$ cat src/rtl/line_window_buffer5x5.sv
// Streaming 5x5 sliding-window generator: four line buffers feed a 5x5 register window, valid-only windows.
// Optional macro LWB_OUT_COORD_EN adds registered out_row/out_col window coordinates.
module line_window_buffer5x5 #(
    parameter int IMG_W  = 28,
    parameter int IMG_H  = 28,
    parameter int DATA_W = 8
`ifdef LWB_OUT_COORD_EN
    ,
    localparam int OROW_W = (IMG_H - 4 > 1) ? $clog2(IMG_H - 4) : 1,
    localparam int OCOL_W = (IMG_W - 4 > 1) ? $clog2(IMG_W - 4) : 1
`endif
) (
    input  logic              clk,
    input  logic              rst_n,
    input  logic              pix_valid,
    input  logic [DATA_W-1:0] pix_in,
    output logic [DATA_W-1:0] data_out_0,
    output logic [DATA_W-1:0] data_out_1,
    output logic [DATA_W-1:0] data_out_2,
    output logic [DATA_W-1:0] data_out_3,
    output logic [DATA_W-1:0] data_out_4,
    output logic [DATA_W-1:0] data_out_5,
    output logic [DATA_W-1:0] data_out_6,
    output logic [DATA_W-1:0] data_out_7,
    output logic [DATA_W-1:0] data_out_8,
    output logic [DATA_W-1:0] data_out_9,
    output logic [DATA_W-1:0] data_out_10,
    output logic [DATA_W-1:0] data_out_11,
    output logic [DATA_W-1:0] data_out_12,
    output logic [DATA_W-1:0] data_out_13,
    output logic [DATA_W-1:0] data_out_14,
    output logic [DATA_W-1:0] data_out_15,
    output logic [DATA_W-1:0] data_out_16,
    output logic [DATA_W-1:0] data_out_17,
    output logic [DATA_W-1:0] data_out_18,
    output logic [DATA_W-1:0] data_out_19,
    output logic [DATA_W-1:0] data_out_20,
    output logic [DATA_W-1:0] data_out_21,
    output logic [DATA_W-1:0] data_out_22,
    output logic [DATA_W-1:0] data_out_23,
    output logic [DATA_W-1:0] data_out_24,
    output logic              valid_out_buf,
    output logic              frame_done
`ifdef LWB_OUT_COORD_EN
    ,
    output logic [OROW_W-1:0] out_row,
    output logic [OCOL_W-1:0] out_col
`endif
);

    localparam int COL_W = $clog2(IMG_W);
    localparam int ROW_W = $clog2(IMG_H);
    localparam logic [COL_W-1:0] COL_LAST  = COL_W'(IMG_W - 1);
    localparam logic [COL_W-1:0] COL_FIRST = COL_W'(4);
    localparam logic [ROW_W-1:0] ROW_LAST  = ROW_W'(IMG_H - 1);
    localparam logic [ROW_W-1:0] ROW_FIRST = ROW_W'(4);

    logic [COL_W-1:0]  r_col_cnt;
    logic [ROW_W-1:0]  r_row_cnt;
    logic [DATA_W-1:0] r_line [4][IMG_W];
    logic [DATA_W-1:0] r_win  [5][5];
    logic              r_valid_out;
    logic              r_frame_done;

    logic w_col_wrap;
    logic w_row_wrap;
    logic w_win_ready;

    assign w_col_wrap  = (r_col_cnt == COL_LAST);
    assign w_row_wrap  = (r_row_cnt == ROW_LAST);
    assign w_win_ready = (r_row_cnt >= ROW_FIRST) && (r_col_cnt >= COL_FIRST);

    // NOTE: line buffers carry no reset so they can map onto RAM; stale contents never reach a valid window.
    always_ff @(posedge clk) begin
        if (pix_valid) begin
            for (int k = 0; k < 3; k++) begin
                r_line[k][r_col_cnt] <= r_line[k+1][r_col_cnt];
            end
            r_line[3][r_col_cnt] <= pix_in;
        end
    end

    // NOTE: all state updates are non-blocking so every read below sees the pre-edge line buffer and window.
    always_ff @(posedge clk) begin
        if (!rst_n) begin
            r_col_cnt    <= '0;
            r_row_cnt    <= '0;
            r_valid_out  <= 1'b0;
            r_frame_done <= 1'b0;
            for (int i = 0; i < 5; i++) begin
                for (int j = 0; j < 5; j++) begin
                    r_win[i][j] <= '0;
                end
            end
        end else begin
            r_valid_out  <= pix_valid && w_win_ready;
            r_frame_done <= pix_valid && w_col_wrap && w_row_wrap;
            if (pix_valid) begin
                if (w_col_wrap) begin
                    r_col_cnt <= '0;
                    r_row_cnt <= w_row_wrap ? '0 : r_row_cnt + 1'b1;
                end else begin
                    r_col_cnt <= r_col_cnt + 1'b1;
                end
                for (int i = 0; i < 5; i++) begin
                    for (int j = 0; j < 4; j++) begin
                        r_win[i][j] <= r_win[i][j+1];
                    end
                end
                // Column 4 of rows 0..3 comes from the same column 4..1 rows back.
                for (int i = 0; i < 4; i++) begin
                    r_win[i][4] <= r_line[i][r_col_cnt];
                end
                r_win[4][4] <= pix_in;
            end
        end
    end

`ifdef LWB_OUT_COORD_EN
    logic [OROW_W-1:0] r_out_row;
    logic [OCOL_W-1:0] r_out_col;

    always_ff @(posedge clk) begin
        if (!rst_n) begin
            r_out_row <= '0;
            r_out_col <= '0;
        end else if (pix_valid && w_win_ready) begin
            r_out_row <= OROW_W'(r_row_cnt - ROW_FIRST);
            r_out_col <= OCOL_W'(r_col_cnt - COL_FIRST);
        end
    end

    assign out_row = r_out_row;
    assign out_col = r_out_col;
`endif

    assign valid_out_buf = r_valid_out;
    assign frame_done    = r_frame_done;

    assign data_out_0  = r_win[0][0];
    assign data_out_1  = r_win[0][1];
    assign data_out_2  = r_win[0][2];
    assign data_out_3  = r_win[0][3];
    assign data_out_4  = r_win[0][4];
    assign data_out_5  = r_win[1][0];
    assign data_out_6  = r_win[1][1];
    assign data_out_7  = r_win[1][2];
    assign data_out_8  = r_win[1][3];
    assign data_out_9  = r_win[1][4];
    assign data_out_10 = r_win[2][0];
    assign data_out_11 = r_win[2][1];
    assign data_out_12 = r_win[2][2];
    assign data_out_13 = r_win[2][3];
    assign data_out_14 = r_win[2][4];
    assign data_out_15 = r_win[3][0];
    assign data_out_16 = r_win[3][1];
    assign data_out_17 = r_win[3][2];
    assign data_out_18 = r_win[3][3];
    assign data_out_19 = r_win[3][4];
    assign data_out_20 = r_win[4][0];
    assign data_out_21 = r_win[4][1];
    assign data_out_22 = r_win[4][2];
    assign data_out_23 = r_win[4][3];
    assign data_out_24 = r_win[4][4];

endmodule

$ cat config.mk
export PLATFORM = sky130hd
export DESIGN_NAME = line_window_buffer5x5
export DESIGN_NICKNAME = d
export VERILOG_FILES = /design/src/rtl/line_window_buffer5x5.sv
export SDC_FILE = /design/constraint.sdc
export NUM_CORES = 1
export LEC_CHECK = 0
export BUFFER_PORTS_ARGS = -buffer_cell sky130_fd_sc_hd__buf_4
export CORE_ASPECT_RATIO = 0.7
export CORE_MARGIN = 2
export CORE_UTILIZATION = 50
export DETAILED_ROUTE_END_ITERATION = 12
export GPL_TIMING_DRIVEN = 0
export HOLD_SLACK_MARGIN = 0.02
export PLACE_DENSITY = 0.73
export SYNTH_ARGS = -nofsm -noshare
export SYNTH_HDL_FRONTEND = slang
export SYNTH_SLANG_ARGS = --single-unit
$ cat constraint.sdc
create_clock -name clk -period 10.2 [get_ports clk]
set_input_delay 1.02 -clock clk [delete_from_list [all_inputs] [get_ports clk]]
set_output_delay 1.02 -clock clk [all_outputs]
set_load 0.02 [all_outputs]
==> Word-level counts from Yosys, hierarchy flattened <==
Memories as Yosys holds them, arrays and structs flattened.
Index checks and enable logic that the tools add are counted.
{ "totals": {"n_memories": 2, "ramBits": 1096, "regBits": 12} }
{ "memory_table": {"columns": ["name", "depth", "width", "read_ports", "rd_ports_with_merged_regs", "wr", "line_no", "text"], "rows": [
  ["r_line", 4, 224, 4, 0, 4, "60", "logic [DATA_W-1:0] r_line [4][IMG_W];"],
  ["r_win", 5, 40, 5, 0, 5, "61", "logic [DATA_W-1:0] r_win [5][5];"]
]} }
{ "classes": {"n_eq_ne": 2, "reduce_logical": 6, "bitwise": 26, "addsub": 2, "magnitude_cmp": 4, "muxes": 46} }
{ "op_table": {"columns": ["op", "count"], "rows": [
  ["2-to-1 mux 8 bit", 34],
  ["2-to-1 mux 224 bit", 1],
  ["binary-select mux 8 bit (select 5 bit)", 4],
  ["demux 8 bit (select 5 bit)", 1],
  ["OR 1 bit", 25],
  ["adder 5 x 1 -> 5 bit, second input constant", 2],
  ["== test 5 bit, second input constant", 2],
  [">= comparator 5 x 3 -> 1 bit, second input constant", 2],
  ["2-to-1 mux 5 bit", 2],
  [">= comparator 6 bit, second input constant", 1],
  ["< comparator 6 x 1 -> 1 bit, second input constant", 1],
  ["NOT 5 -> 6 bit", 1],
  ["logical AND 1 bit", 5],
  ["2-to-1 mux 1 bit", 4],
  ["AND reduction 2 bit", 1]
]} }

==> Logic depth before layout (Yosys ltp) <==
{ "depth": {"ltp_word": 6, "depth_mapped": 9} }

==> Worst setup path after synthesis <==
No wires, ideal clock.
{ "synth_path": {"kind": "input -> register", "startpoint": "in pix_valid", "endpoint": "mem r_win[0][0] (netlist name) (enable)", "t_arrival_ns": 6.304, "required_time_ns": 9.604, "setup_time_ns": 0.596, "path_slack_ns": 3.299, "cell_stages": 3, "path_buffers": 2, "path_cell_list": "clkbuf_1 -> clkbuf_1 -> nand2b_1"} }
{ "synth_lines": {"columns": ["item", "line_no", "text"], "rows": [
  ["start: declaration", "15", "input logic pix_valid,"],
  ["end: declaration", "61", null]
]} }

==> summary.txt <==
Clocking
  – CTS max path bufs: 3
  – H-tree depth: 3
  – Post-cts sizing count: 0
  – Hold Buf Count CTS: 0
  – Post-CTS Repair Setup Buffers: 0
  – Total CTS buffers: 96
  – Root Driver: clkbuf_16
  – Clock Latency Late Sink: 690 ps
  – Reg clk slew, reported paths: 70 ps
  – CTS tree: done
  – Clock sink count: 1108

Yosys
  – Mean post-synth cell area: 19.2 µm²
  – Primary FF master, synth: edfxtp_1
  – Post-synthesis cell count: 2204
  – FF+latch count, synth: about 1100
  – Synth top area share: 77.6%
  – Main area contributors after synthesis: edfxtp_1 78%, mux4_2 5.8%, mux2i_1 5.4%
  – Library cells used by synthesis: 50
  – Number of flops mapped to enable cells by yosys: around 1100
  – Dominant cell type by area after synthesis: edfxtp_1
  – Sequential fraction of the synthesis area: 78.2%
  – YS warnings: 0
  – Post-synthesis net count: 2221
  – Fraction of registers with async set/reset: 0%
  – Mapped Area: 0.0424 mm²

Run status
  – Status: finished with violations
  – Failing checks: capacitance limit, slew limit

Place
  – Port bufs: 210
  – Dpl ws: 5740 ps
  – GP Congestion: 0.895
  – HPWL after DPL: 81400 µm
  – Placed cell count: 3600

Routing
  – DRT antenna net count: 0
  – DR iter-0 viols: ~4300
  – Via count: 24300
  – TritonRoute pass-1 iters: 8
  – Vias/cell: 6.42
  – Total Wirelength: 120000 µm
  – Routed WL per cell: 31.7 µm
  – Post-route DRC: 0

Global route
  – Antenna violations before repair: 5
  – Vias in the first global route: 23400
  – Global-route wire length before repair: ~170000 µm
  – Largest net degree at the start of global routing: 77
  – Total gr overflow: 0
  – Overall global routing resource usage: 27.2%

Layout
  – Fillers: 6077
  – Final nets: 2584
  – Most frequent cells in the layout: 1096 x edfxtp_1, 229 x mux2i_1, 221 x buf_4
  – Final Non-Filler Cells: 3785
  – Most common cell after layout, fill and taps aside: edfxtp_1
  – Multi-input gate area: 0.00878 mm²
  – Share of cells above drive strength 1: 23.7%
  – FF/Latch Area: 0.0332 mm²
  – Area Overhead vs Synth: 17.0%

Power and ir drop
  – Psw: between 2000 and 2500 µW
  – Clock network power share: 36.8%
  – Leakage power: 0.0168 µW
  – Sw Ratio: 23.0%
  – Pwr/cell area: 192 mW/mm²
  – Cell internal pwr: 7350 µW
  – Overall Power: 9550 µW
  – Worst VDD drop: 0.000169 V
  – Comb power frac: 8.3%
  – Sequential share of power: between 50% and 60%

Job
  – Max_cap viols: 1

Timing
  – Slew Viols, Final: 3
  – Setup violations, final: 0
  – Worst clock skew: 28.9 ps
  – Period utilization: 46.1%
  – Max-slew headroom: -8.29%
  – RSZ-0062 raised after global routing: no
  – Final worst slack: 5500 ps
  – Max Freq: approximately 210 MHz
  – Minimum clock period: 4700 ps
  – TNS Setup: 0 ps
  – Fin. Hold Viols: 0
  – Hold Slack: 544 ps
  – Worst slew pin tran: 1620 ps

Floorplanning
  – Total core area: ~0.084 mm²
  – Ports: 213
  – Die area: 0.0872 mm²
  – # rows: 89
  – Initial Utilization: about half
  – Die width: roughly 350 µm
  – Die height: 248 µm

Setup path
  – CP Max Fanout: 28
  – Worst path required time: 10490 ps
  – WP data arrival: around 5000 ps
  – Crit path capture type: register
  – CP startpoint kind: register
  – Crit Path Category: reg2reg

Hold path
  – Hold WC Path Type: reg2reg
metal layers:
metal  global-route usage [%]  vias up  wire length, µm
li1                         -     9711                -
met1                     38.9    12300            46100
met2                     38.0     1952            50100
met3                     10.4      346            19000
met4                     9.68        4             4760
met5                        0        -               44
final timing paths:
kind | startpoint | depth (start not counted) | end | slack (ps)
worst max register to register | r_col_cnt[4] | 6 | r_line[0][191] | 5500
worst max-delay path | r_col_cnt[4] | 6 | r_line[0][191] | 5500
worst min-delay path | r_row_cnt[1] | 2 | r_row_cnt[1] | 540
worst min register to register | r_row_cnt[1] | 2 | r_row_cnt[1] | 540
synthesized netlist by cell type, types with 2 or more instances:
cell / number
edfxtp_1: 1096
mux2i_1: 229
and3_1: 169
mux4_2: 109
a22oi_1: 82
clkbuf_1: 67
nand2_1: 63
nand3_1: 55
buf_2: 51
nor2_1: 37
o22ai_1: 25
a21oi_1: 23
mux2_2: 18
nor3_1: 18
nand4_1: 17
a41oi_1: 15
a31oi_1: 14
a211oi_1: 12
dfxtp_1: 12
nor2b_1: 11
buf_4: 10
a22o_1: 8
buf_6: 8
ha_1: 6
nand2b_1: 6
inv_1: 5
o21ai_0: 5
and2_1: 3
buf_1: 3
xnor2_1: 3
and3b_1: 2
nor2_2: 2
nor3b_1: 2
nor4_1: 2
worst max-delay path: stages (launching register included):
cell and delay (ps):
dfxtp_1 370, buf_2 200, clkbuf_1 380, nor2_1 520, clkbuf_1 960, nand3_1 690
nand4_1 1170
logic make-up after synthesis:
kind of cell    synth area share, %
mux                            11.7
flops                          78.2
xor+xnor                     0.0826
compound gates                 3.14
buf+inv                        1.66
fa+ha+maj                     0.177
simple gates                   5.11
stage by stage:
step                      instance area, µm²  utilization [%]
after floorplan                        42400                -
after global placement                 45400             54.0
after detailed placement               46600             55.3
after CTS                              49500             58.8
after global routing                   49600             58.9
final                                  49600             59.0
flip-flops by register name, indices dropped and copies added (netlist names):
name,count
r_line,896
r_win,200
r_col_cnt,5
r_row_cnt,5
frame_done,1
valid_out_buf,1
final cells by class:
class | count | area share [%]
Timing Repair Buffer | 265 | 5.25
Clock inverter | 49 | 0.681
Antenna cell | 4 | 0.0202
Sequential cell | 1108 | 66.8
Buffer | 139 | 1.38
Tap cell | 1137 | 2.87
Inverter | 6 | 0.0454
Multi-Input combinational cell | 951 | 17.7
Clock buffer | 126 | 5.28
power by group through the flow:
stage | clock (µW) | combinational [µW] | sequential [µW]
global placement | 0 | 721 | 5350
detailed placement | 0 | 761 | 5340
global route | 3700 | 825 | 5240
finish | 3520 | 791 | 5240
floorplan | 0 | 352 | 5400
CTS | 3520 | 762 | 5240
No activity file was read; power rests on OpenSTA's default activity.
